===== src/rtl/pc_pkg.sv =====
// Shared types for the fetch-stage program-counter unit: FSM state and
// the next-PC source selected by the priority mux.
package pc_pkg;

   typedef enum logic {
      IDLE,
      RUN
   } pc_state_t;

   typedef enum logic [2:0] {
      EXC,
      HOLD,
      REDIR,
      PEND,
      RET,
      SEQ
   } pc_src_t;

endpackage


===== src/rtl/ras_stack.sv =====
// Circular return-address stack: a push when full silently overwrites the
// oldest entry, while the count saturates at DEPTH.
module ras_stack #(
   parameter int W     = 32,
   parameter int DEPTH = 4
) (
   input  logic         clk_i,
   input  logic         rst_i,
   input  logic         push_i,
   input  logic         pop_i,
   input  logic [W-1:0] data_i,
   output logic [W-1:0] top_o,
   output logic         empty_o,
   output logic         full_o
);

   localparam int PTR_W = $clog2(DEPTH);
   localparam int CNT_W = PTR_W + 1;

   logic [W-1:0]     r_mem [DEPTH];
   logic [PTR_W-1:0] r_head;
   logic [CNT_W-1:0] r_count;
   logic [PTR_W-1:0] w_head_inc;
   logic             w_empty;
   logic             w_full;

   assign w_head_inc = r_head + PTR_W'(1);
   assign w_empty    = (r_count == '0);
   assign w_full     = (r_count == CNT_W'(DEPTH));

   // r_head always points at the most recent entry, so top is a plain read.
   always_ff @(posedge clk_i or negedge rst_i) begin
      if (!rst_i) begin
         r_head  <= '0;
         r_count <= '0;
      end else if (push_i) begin
         r_head <= w_head_inc;
         if (!w_full) r_count <= r_count + CNT_W'(1);
      end else if (pop_i && !w_empty) begin
         r_head  <= r_head - PTR_W'(1);
         r_count <= r_count - CNT_W'(1);
      end
   end

   always_ff @(posedge clk_i) begin
      if (push_i) r_mem[w_head_inc] <= data_i;
   end

   assign top_o   = r_mem[r_head];
   assign empty_o = w_empty;
   assign full_o  = w_full;

endmodule


===== src/rtl/pc_unit.sv =====
// Fetch-stage program counter: IDLE/RUN FSM, stall-deferred redirect
// register and the prioritised next-PC mux, backed by a return-address stack.
module pc_unit #(
   parameter int              PC_W      = 32,
   parameter logic [PC_W-1:0] RESET_PC  = '0,
   parameter logic [PC_W-1:0] EXC_VEC   = PC_W'(32'h0000_0100),
   parameter int              INC       = 4,
   parameter int              RAS_DEPTH = 4
) (
   input  logic            clk_i,
   input  logic            rst_i,
   input  logic            start_i,
   input  logic            stall_i,
   input  logic            exc_i,
   input  logic            redirect_i,
   input  logic [PC_W-1:0] redirect_pc_i,
   input  logic            call_i,
   input  logic            ret_i,
   output logic [PC_W-1:0] pc_o,
   output logic            pc_valid_o,
   output logic            redirect_pending_o,
   output logic            ras_empty_o,
   output logic            ras_full_o
);

   import pc_pkg::*;

   pc_state_t       r_state;
   pc_state_t       w_state_nxt;
   logic [PC_W-1:0] r_pc;
   logic [PC_W-1:0] w_pc_nxt;
   logic            r_pend;
   logic            w_pend_nxt;
   logic [PC_W-1:0] r_pend_pc;
   logic [PC_W-1:0] w_pend_pc_nxt;
   logic [PC_W-1:0] w_pc_inc;
   logic [PC_W-1:0] w_ras_top;
   logic            w_ras_empty;
   logic            w_ras_full;
   logic            w_push;
   logic            w_pop;
   pc_src_t         w_src;

   assign w_pc_inc = r_pc + PC_W'(INC);

   always_comb begin
      w_src = SEQ;
      if (exc_i)                      w_src = EXC;
      else if (stall_i)               w_src = HOLD;
      else if (redirect_i)            w_src = REDIR;
      else if (r_pend)                w_src = PEND;
      else if (ret_i && !w_ras_empty) w_src = RET;
   end

   // In IDLE every input but start_i is ignored, so the mux only acts in RUN.
   always_comb begin
      w_state_nxt   = r_state;
      w_pc_nxt      = r_pc;
      w_pend_nxt    = r_pend;
      w_pend_pc_nxt = r_pend_pc;
      w_push        = 1'b0;
      w_pop         = 1'b0;
      unique case (r_state)
         IDLE: begin
            if (start_i) w_state_nxt = RUN;
         end
         RUN: begin
            case (w_src)
               EXC: begin
                  w_pc_nxt   = EXC_VEC;
                  w_pend_nxt = 1'b0;
               end
               HOLD: begin
                  if (redirect_i) begin
                     w_pend_nxt    = 1'b1;
                     w_pend_pc_nxt = redirect_pc_i;
                  end
               end
               REDIR: begin
                  w_pc_nxt   = redirect_pc_i;
                  w_pend_nxt = 1'b0;
                  w_push     = call_i;
               end
               PEND: begin
                  w_pc_nxt   = r_pend_pc;
                  w_pend_nxt = 1'b0;
               end
               RET: begin
                  w_pc_nxt = w_ras_top;
                  w_pop    = 1'b1;
               end
               default: w_pc_nxt = w_pc_inc;
            endcase
         end
      endcase
   end

   always_ff @(posedge clk_i or negedge rst_i) begin
      if (!rst_i) begin
         r_state   <= IDLE;
         r_pc      <= RESET_PC;
         r_pend    <= 1'b0;
         r_pend_pc <= '0;
      end else begin
         r_state   <= w_state_nxt;
         r_pc      <= w_pc_nxt;
         r_pend    <= w_pend_nxt;
         r_pend_pc <= w_pend_pc_nxt;
      end
   end

   ras_stack #(
      .W     (PC_W),
      .DEPTH (RAS_DEPTH)
   ) u_ras (
      .clk_i   (clk_i),
      .rst_i   (rst_i),
      .push_i  (w_push),
      .pop_i   (w_pop),
      .data_i  (w_pc_inc),
      .top_o   (w_ras_top),
      .empty_o (w_ras_empty),
      .full_o  (w_ras_full)
   );

   assign pc_o               = r_pc;
   assign pc_valid_o         = (r_state == RUN);
   assign redirect_pending_o = r_pend;
   assign ras_empty_o        = w_ras_empty;
   assign ras_full_o         = w_ras_full;

endmodule


===== config.mk =====
export PLATFORM = sky130hd
export DESIGN_NAME = pc_unit
export DESIGN_NICKNAME = d
export VERILOG_FILES = /design/src/rtl/pc_pkg.sv /design/src/rtl/ras_stack.sv /design/src/rtl/pc_unit.sv
export SDC_FILE = /design/constraint.sdc
export NUM_CORES = 1
export LEC_CHECK = 0
export CAP_MARGIN = 20
export CORE_UTILIZATION = 52
export DETAILED_ROUTE_END_ITERATION = 7
export PLACE_DENSITY = 0.84
export SYNTH_ARGS = -nofsm -noshare
export SYNTH_HDL_FRONTEND = slang
export SYNTH_SLANG_ARGS = --single-unit

===== constraint.sdc =====
create_clock -name clk_i -period 2.5 [get_ports clk_i]
set_clock_uncertainty 0.1 [all_clocks]
set_input_delay 0.5 -clock clk_i [delete_from_list [all_inputs] [get_ports clk_i]]
set_output_delay 0.5 -clock clk_i [all_outputs]
set_load 0.05 [all_outputs]

==> flow_summary.ini, run 1 <==
[status]
status = finished clean

[timing]
finalSetupViolations = 0
hold-worst-slack_ns = 0.3969
maxSlewHeadroom = 0.6265
layout_min_cycle_time_ns = 2.442
drv_slew = 0
hold_viol_final = 0
rsz0062_at_grt = false
timing.final.crit_share = 0.9767
fin_ws_ns = 0.05815
tightest_slew_ns = 0.5589
max_freq_mhz = 409.5

[clock_tree]
cts-htree-levels = 4
clock_latency_ns = 0.45
cts_root_buf = clkbuf_16
path_clk_slew_ns = 0.08
tritoncts = built
post_cts_buffers = 0
cts_buffer_depth = 2
numCtsBuffers = 17
clock_sinks = 199

[placement]
port_buffers = 75
dpl_worst_slack_ns = -0.3704
hpwlAfterDp_um = 16120
place_congestion = 0.9171

[routing]
drt-initial-drc-count = 891
routed_wl_um = 23390
wl_per_cell_um = 23.05
remaining_drc_errors = 0
final_antenna_net_count = 0
vias = 6423
vias_per_cell = 6.328
dr.pass1.iters = 5

[worst_setup_path]
cp-end-kind = output pin
slowest_stage = clkdlybuf4s50_1
path_cells = clkdlybuf4s50_1
required_ns = 1.90
crit_path_start_kind = flip-flop
critPathMaxStageDelay_ns = 0.89
crit_arrival_ns = 1.84
crit_family = buffers and inverters
path_buf_inv = 1
reg2reg_slack_ns = 0.09
crit_type = reg -> out
path_max_fanout = 8

[finish]
final_common_cell = edfxtp_1
mostFrequentLayoutCells = edfxtp_1, clkdlybuf4s50_1, buf_4
seqCellArea_um2 = 5634
drive_above_1_share = 0.2620
multiInputGateArea_um2 = 3314
layout.nets = 823
antenna_cells = 0
final_util = 0.6498
fillers = 1167
syn_to_final_growth_pct = 22.70

[synth]
synth_edf_count = 128
synth.cell_area_um2 = 9128
yosys.cell_types.count = 63
synth_top_area_frac = 0.4211
synth_warnings = 0
synth-seq-area-share = 0.6158
yosys_most_used_dff = edfxtp_1
synthArstFlopShare = 0.3568
yosysTopAreaCell = edfxtp_1
synth.ff_latch_count = 199
post_synth.cell_area_avg_um2 = 13.83
synth_fp_nets = 706
synth_cells = 660
synth_area_leaders = edfxtp_1, dfrtp_1, mux4_2, mux2_2, o21ai_0

[power]
p_leak_nw = 4.130
vdd_drop_max_mv = 0.5813
intPower_mw = 6.459
p_switching_mw = 2.942
power_frac_comb = 0.260
p_sw_frac = 0.3130
design_power_total_mw = 9.401
power_density_nw_per_um2 = 839.4
p_clk_frac = 0.291
pwr-share-seq = 0.449

[floorplanning]
die_y_um = 134.5
die_area_um2 = 18090
num_rows = 48
ios = 76
initial_utilization = 0.5295
fp.dieW_um = 134.5
core_area_um2 = 17240

[min_path]
hp-class = in -> async

[global_routing]
antenna_found_initial = 0
overflow = 0
grt_pass1_vias = 6596
grt_max_degree = 48
grt_usage = 0.2752
grt_pass1_wl_um = 36650

[job]
maxCapViolCount = 0
## kinds of logic (layout without fill, tap and decap cells)
group,after synthesis,in the layout,synth area share
xor+xnor,30,30,0.02879
flops,199,199,0.6158
fa+ha+maj,6,6,0.009047
compound gates,140,140,0.09911
simple gates,156,156,0.09075
mux,76,76,0.1321
buf+inv,53,183,0.02440
## synthesized netlist by cell type, drive strengths merged (2+ instances only)
master,n
edfxtp,128
dfrtp,71
nand2,58
o21ai,50
mux2,36
clkbuf,33
mux4,32
nor2,24
a21oi,22
nand3,22
xnor2,18
a22oi,15
buf,12
xor2,12
and2,11
a31oi,9
inv,8
mux2i,8
nor3,8
o211ai,7
o311ai,7
and3,5
ha,5
or2,5
a22o,4
nand2b,4
nand4,4
nor2b,4
o31ai,4
a311oi,3
and4,3
nor4,3
o21a,3
o22ai,3
a2111oi,2
a221oi,2
nor4b,2
## registers in the layout, indices dropped and copies added, names as in the netlist
signal	flops
u_ras.r_head	2
r_pend_pc	32
redirect_pending_o	1
pc_valid_o	1
u_ras.r_count	3
pc_o	32
u_ras.r_mem	128
## layout make-up
type | instances | area share
sequential | 199 | 0.5031
tap | 225 | 0.02514
clock buffer | 18 | 0.04022
timing repair buffer | 143 | 0.1201
multi-input combinational | 408 | 0.2959
inverter | 8 | 0.002681
clock inverter | 14 | 0.01285
## power by group through the flow
| stage | clock network [mW] | logic (mW) | registers (mW) |
|---|---|---|---|
| 2_1_floorplan | 0 | 1.44 | 4.40 |
| 3_3_place_gp | 0 | 2.34 | 4.25 |
| 3_5_place_dp | 0 | 2.43 | 4.28 |
| 4_1_cts | 2.74 | 2.45 | 4.22 |
| 5_1_grt | 2.87 | 2.60 | 4.26 |
| 6_report | 2.73 | 2.45 | 4.22 |
## metal layers
metal	share of wire	wire (um)	global-route usage
met5	0	0	0
met4	0.025	593	0.1074
met3	0.082	1912	0.06306
met2	0.50	11730	0.4557
met1	0.39	9159	0.3545
## final timing paths
check	to	start	cells after the start
worst max-delay path	pc_o[27]	pc_o[27]$_DFFE_PN0P_	1
worst min-delay path	r_pend_pc[14]$_DFFE_PN0P_	rst_i	2
worst max register to register	u_ras.r_mem[1][29]$_DFFE_PP_	pc_o[10]$_DFFE_PN0P_	5
worst min register to register	r_pend_pc[28]$_DFFE_PN0P_	r_pend_pc[28]$_DFFE_PN0P_	1
max in group asynchronous	u_ras.r_head[0]$_DFFE_PN0P_	rst_i	3
min in group clk_i	r_pend_pc[28]$_DFFE_PN0P_	r_pend_pc[28]$_DFFE_PN0P_	1
## worst register-to-register path, delay by kind of cell, from the launching register on
family,cells,cell delay [ns]
and+or+nand+nor,4,1.40
DFF,1,0.44
xor gates and xnor gates,1,0.19
## through the flow
stage | std cells | instance area (um^2) | setup TNS [ns]
after floorplan | 660 | 9166 | 0
after global placement | 982 | 10580 | -1.177
after global routing | 1015 | 11200 | 0
after CTS | 1015 | 11190 | 0
final | 1015 | 11200 | 0
after detailed placement | 982 | 10580 | -1.742
## repair_timing
item | CTS | global route
pin swaps | 0 | 1
resized for setup | 1 | 5
hold buffers | 1 | 0
setup endpoints to repair | 1 | 8
gates cloned | 0 | 0
hold endpoints to repair | 24 | 0
Power figures use the tool's default switching activity.
==> run 2, diff against run 1 <==
ABC_CLOCK_PERIOD_IN_PS = 2500   (was default)
==> results of run 2 <==
Final layout, timing and power as in run 1 (identical DEF).
